### config.mk
export PLATFORM = sky130hd
export DESIGN_NAME = frame_scanout
export DESIGN_NICKNAME = d
export VERILOG_FILES = /design/src/rtl/frame_scanout.sv
export SDC_FILE = /design/constraint.sdc
export NUM_CORES = 1
export LEC_CHECK = 0
export ABC_CLOCK_PERIOD_IN_PS = 2780
export CORE_MARGIN = 4
export CORE_UTILIZATION = 46
export CTS_BUF_LIST = sky130_fd_sc_hd__clkbuf_8
export DETAILED_ROUTE_END_ITERATION = 8
export GPL_TIMING_DRIVEN = 1
export PLACE_DENSITY = 0.79
export SYNTH_ARGS = -nofsm -noshare
export SYNTH_HDL_FRONTEND = slang
export SYNTH_SLANG_ARGS = --single-unit
### constraint.sdc
create_clock -name CLOCK_50 -period 2.78 [get_ports CLOCK_50]
set_clock_uncertainty 0.1 [all_clocks]
set_input_delay 0.278 -clock CLOCK_50 [delete_from_list [all_inputs] [get_ports CLOCK_50]]
set_output_delay 0.278 -clock CLOCK_50 [all_outputs]
set_load 0.03 [all_outputs]
### src/rtl/frame_scanout.sv
// frame_scanout: read side of the 160x120 frame buffer. Scans stored pixels out to a
// 640x480@60 Hz VGA monitor with 4x pixel replication, generating all VGA timing.
//
// Ports:
//   CLOCK_50     in   50 MHz system clock
//   resetn       in   asynchronous active-low reset
//   fb_addr      out  frame-buffer read address, combinational from the scan counters
//   fb_rdata     in   frame-buffer read data, valid one CLOCK_50 edge after fb_addr
//   VGA_R/G/B    out  colour to the DAC (zero outside the visible region)
//   VGA_HS/VS    out  active-low syncs
//   VGA_BLANK_N  out  low outside the visible region
//   VGA_SYNC_N   out  tied low
//   VGA_CLK      out  25 MHz pixel clock (phase register)
//   frame_done   out  one-CLOCK_50 pulse when the scan wraps from the last pixel to (0,0)
module frame_scanout #(
  parameter int unsigned H_ACTIVE    = 640,
  parameter int unsigned H_FP        = 16,
  parameter int unsigned H_SYNC      = 96,
  parameter int unsigned H_BP        = 48,
  parameter int unsigned V_ACTIVE    = 480,
  parameter int unsigned V_FP        = 10,
  parameter int unsigned V_SYNC      = 2,
  parameter int unsigned V_BP        = 33,
  parameter int unsigned SCALE_SHIFT = 2,
  parameter int unsigned FB_WIDTH    = 160
) (
  input  logic        CLOCK_50,
  input  logic        resetn,
  output logic [14:0] fb_addr,
  input  logic [23:0] fb_rdata,
  output logic [7:0]  VGA_R,
  output logic [7:0]  VGA_G,
  output logic [7:0]  VGA_B,
  output logic        VGA_HS,
  output logic        VGA_VS,
  output logic        VGA_BLANK_N,
  output logic        VGA_SYNC_N,
  output logic        VGA_CLK,
  output logic        frame_done
);

  localparam logic [9:0] HLast   = 10'(H_ACTIVE + H_FP + H_SYNC + H_BP - 1);
  localparam logic [9:0] VLast   = 10'(V_ACTIVE + V_FP + V_SYNC + V_BP - 1);
  localparam logic [9:0] HActive = 10'(H_ACTIVE);
  localparam logic [9:0] VActive = 10'(V_ACTIVE);
  localparam logic [9:0] HsFirst = 10'(H_ACTIVE + H_FP);
  localparam logic [9:0] HsLast  = 10'(H_ACTIVE + H_FP + H_SYNC - 1);
  localparam logic [9:0] VsFirst = 10'(V_ACTIVE + V_FP);
  localparam logic [9:0] VsLast  = 10'(V_ACTIVE + V_FP + V_SYNC - 1);

  logic        ph_q, ph_d;
  logic [9:0]  hc_q, hc_d;
  logic [9:0]  vc_q, vc_d;
  logic [23:0] rgb_q, rgb_d;
  logic        hs_q, hs_d;
  logic        vs_q, vs_d;
  logic        blank_n_q, blank_n_d;
  logic        done_q, done_d;

  logic        visible;
  logic [14:0] row_base;
  logic [14:0] col;

  assign visible  = (hc_q < HActive) && (vc_q < VActive);
  assign row_base = 15'(vc_q >> SCALE_SHIFT) * 15'(FB_WIDTH);
  assign col      = 15'(hc_q >> SCALE_SHIFT);
  // Clamp off-screen addresses so the RAM never sees an out-of-range read.
  assign fb_addr  = visible ? (row_base + col) : 15'd0;

  always_comb begin
    ph_d      = ~ph_q;
    hc_d      = hc_q;
    vc_d      = vc_q;
    rgb_d     = rgb_q;
    hs_d      = hs_q;
    vs_d      = vs_q;
    blank_n_d = blank_n_q;
    done_d    = 1'b0;
    // ph_q high marks a pixel tick; fb_rdata for the current counters has arrived by now.
    if (ph_q) begin
      rgb_d     = visible ? fb_rdata : 24'd0;
      hs_d      = !((hc_q >= HsFirst) && (hc_q <= HsLast));
      vs_d      = !((vc_q >= VsFirst) && (vc_q <= VsLast));
      blank_n_d = visible;
      if (hc_q == HLast) begin
        hc_d = 10'd0;
        if (vc_q == VLast) begin
          vc_d   = 10'd0;
          done_d = 1'b1;
        end else begin
          vc_d = vc_q + 10'd1;
        end
      end else begin
        hc_d = hc_q + 10'd1;
      end
    end
  end

  always_ff @(posedge CLOCK_50 or negedge resetn) begin
    if (!resetn) begin
      ph_q      <= 1'b0;
      hc_q      <= 10'd0;
      vc_q      <= 10'd0;
      rgb_q     <= 24'd0;
      hs_q      <= 1'b1;
      vs_q      <= 1'b1;
      blank_n_q <= 1'b0;
      done_q    <= 1'b0;
    end else begin
      ph_q      <= ph_d;
      hc_q      <= hc_d;
      vc_q      <= vc_d;
      rgb_q     <= rgb_d;
      hs_q      <= hs_d;
      vs_q      <= vs_d;
      blank_n_q <= blank_n_d;
      done_q    <= done_d;
    end
  end

  assign VGA_R       = rgb_q[23:16];
  assign VGA_G       = rgb_q[15:8];
  assign VGA_B       = rgb_q[7:0];
  assign VGA_HS      = hs_q;
  assign VGA_VS      = vs_q;
  assign VGA_BLANK_N = blank_n_q;
  assign VGA_SYNC_N  = 1'b0;
  assign VGA_CLK     = ph_q;
  assign frame_done  = done_q;

endmodule
==> out/qor.csv <==
stage,metric,value,unit
place,HPWL after detailed placement,5.051,mm
floorplan,die width,85.34,um
route,Wirelength per Cell,16.96,um
place,gpl congestion,0.8343,
clocking,CTS buffer count,5,
sta,Slew HR,59.13,%
route,starting DRC count in detailed routing,184,
worst_setup_path,Setup crit end kind,primary output,
floorplan,number of I/O pins,71,
route,DRT Pass-1 Iters,4,
sta,unrepaired setup endpoints after global routing,yes,
sta,setup_tns,-1094,ps
yosys,area share of the largest cell type after synthesis,42.75,%
sta,Worst-Margin Slew,613.0,ps
route,Post-Route WL,7.583,mm
power,worst vdd ir,0.3288,mV
yosys,Mapped Nets,324,
worst_setup_path,slowest CP cell,fa_2,
worst_setup_path,WS Path Type,flop to primary output,
power,P_leak,1.795,nW
yosys,Synth Flop Type,dfrtp_1,
worst_hold_path,HP Class,flop to flop,
yosys,synthesized area,0.002751,sq mm
global_routing,gr usage total,21.20,%
yosys,number of flops mapped to enable cells by yosys,0,
clocking,CTS tree,yes,
worst_setup_path,delay of the slowest cell on the worst path,410,ps
layout,Area Growth Syn to Fin,49.11,%
clocking,CTS root buf,clkbuf_8,
route,DRC violation count after routing,0,
clocking,clk buf depth,2,
clocking,clk_lat worst skew,300,ps
sta,"Hold Vio Cnt, Final",0,
yosys,"area leader, netlist",dfrtp_1,
yosys,most common library cells after synthesis,"47 x dfrtp_1, 36 x nand2_1, 28 x nor2_1",
floorplan,initial core utilization,48.77,%
floorplan,Core Region,0.005642,sq mm
power,total power,1.408,mW
worst_setup_path,CP Launch Type,flop,
power,pwr dens,343.1,mW/mm^2
floorplan,row count,27,
route,Via Count,2437,
worst_setup_path,Worst Path Required,2400,ps
place,Setup WS pre-CTS,-71.19,ps
layout,Final Cell Area,0.004103,sq mm
yosys,most frequent cell after synthesis,dfrtp_1,
worst_setup_path,CP most frequent cell,buf_6,
sta,"Setup violations, final",4,
place,Inst Count DP,429,
floorplan,Die ar.,0.007283,sq mm
floorplan,Die Ht,85.34,um
global_routing,initial antenna violation count,0,
place,port bufs,69,
worst_setup_path,arrival time of the worst setup path,2790,ps
place,Post-DP Area,0.003704,sq mm
layout,fin util,72.72,%
global_routing,first-pass GRT wire length,12.49,mm
sta,Final min period,3166,ps
sta,Final Cycle Share,113.9,%
clocking,H-Tree Depth,2,
route,drt via density,5.452,
yosys,sequential share of the synthesized area,44.66,%
sta,Max Slew Vio Count,0,
layout,nets@finish,421,
flow_run,Max Cap Viol,0,
worst_setup_path,worst path cell trace,"buf_6, ha_4, inv_4, fa_2, nand2b_4, a21oi_4, xor2_2, and3b_2, mux2i_4, buf_6",
status,status,"complete, but fails checks",
layout,fraction of layout cells with a size suffix above 1,28.00,%
worst_setup_path,Reg2Reg Setup Slack,590,ps
yosys,post-synthesis register bit count,49,
sta,Fmax,315.9,MHz
clocking,Clock Sinks,49,
global_routing,grt ovf,0,
yosys,share of async-settable or async-resettable flops after synthesis,100.0,%
worst_setup_path,Crit Path Max Fanout,2,
route,Detail Route Antenna Nets,0,
sta,worst hold slack,393.9,ps
sta,Final Worst Setup Slack,-385.9,ps
global_routing,number of global-route vias before repair,2488,
layout,# diodes,0,
layout,Layout Cells excl Fill,447,
yosys,Syn Inst Count,277,
clocking,Worst-path clk slew,90,ps
yosys,"Distinct cells, synth",49,
yosys,"top cells by area, synth","dfrtp_1 43%, ha_1 8.6%, o2bb2ai_1 7.6%, nand2_1 4.9%, nor2_1 3.8%",
yosys,Mapped Avg Cell Area,9.933,sq um
status,failing checks,setup timing,
yosys,Ys Warns,0,
global_routing,largest net degree at the start of global routing,50,
[worst max-delay path, delay by kind of cell, from the launching register on]
family / cells / cell delay, ps
buf+inv: 3 / 330
flops: 1 / 390
simple gates: 2 / 440
mux: 1 / 260
compound gates: 1 / 170
xor+xnor: 1 / 210
fa+ha+maj: 2 / 700
[power breakdown]
part           internal (mW)  switching (mW)  leakage (nW)
combinational         0.0685          0.0738          1.14
sequential             0.730          0.0104         0.597
clock                  0.293           0.232        0.0574
total                   1.09           0.317          1.79
[repair_timing]
action	in CTS	in global routing
endpoints found under the hold margin	38	0
setup buffers	7	2
endpoints found under the setup margin	11	13
hold buffers	1	0
pin swaps	15	5
gates resized for setup	35	28
[worst paths after layout]
| check | from | end | depth (start not counted) |
|---|---|---|---|
| hold reg to reg | rgb_q[20] | rgb_q[20] | 1 |
| min in group asynchronous | resetn | rgb_q[4] | 3 |
| setup reg to reg | hc_q[0] | vc_q[8] | 6 |
| max in group asynchronous | resetn | vc_q[3] | 3 |
| hold / removal | rgb_q[20] | rgb_q[20] | 1 |
| setup / recovery | vc_q[6] | fb_addr[14] | 10 |
[cell families (layout without fill, tap and decap cells)]
logic type	Yosys count	after routing	synth area share, %
compound gates	50	50	13.78
xor+xnor	23	23	7.321
fa+ha+maj	21	21	10.10
buf+inv	22	120	3.319
flops	49	49	44.66
mux	2	2	0.7731
other cells	1	1	0.1363
simple gates	109	109	19.92
[registers in the layout, indices dropped and copies added (netlist names)]
name and count:
VGA_BLANK_N 1, VGA_CLK 1, VGA_HS 1, VGA_VS 1
frame_done 1, hc_q 10, rgb_q 24, vc_q 10
[layer usage]
| metal | vias up | global-route usage (%) | part of all wire (%) |
|---|---|---|---|
| met1 | 1200 | 26.98 | 41 |
| met4 | 0 | 3.453 | 1.2 |
| met5 | - | 0 | 0 |
| li1 | 1168 | - | - |
| met2 | 59 | 37.92 | 54 |
| met3 | 10 | 3.981 | 3.5 |
[layout by cell type, fill, tap and decap left out, types with 2 or more instances in the layout]
cell	Yosys	layout
xor2_1	11	10
nand4_1	4	4
inv_1	8	6
and3_1	4	4
nand2_1	36	36
nor2_2	0	3
nor4_1	3	2
dfrtp_2	0	3
clkbuf_2	0	5
ha_4	0	8
and2_1	6	6
dfstp_2	2	2
o21ai_2	0	2
nor3_1	4	3
nand4b_1	2	2
clkbuf_8	0	6
o2bb2ai_1	24	24
nor2_1	28	25
xnor2_1	12	12
dfrtp_1	47	44
buf_4	2	34
inv_2	1	2
ha_1	19	8
a21oi_1	5	3
o21ai_0	10	7
nand3_1	6	6
buf_6	0	7
clkdlybuf4s50_1	0	53
ha_2	0	3
[cell type report]
class / instances / area, sq um
Timing Repair Buffer: 103 / 935.9
Tap cell: 72 / 90.09
Multi-Input combinational cell: 206 / 1688
Sequential cell: 49 / 1232
Clock buffer: 6 / 82.58
Clock inverter: 2 / 37.54
Fill cell: 384 / 1539
Inverter: 9 / 36.28
Note: power is estimated with default switching activity, not from simulation.
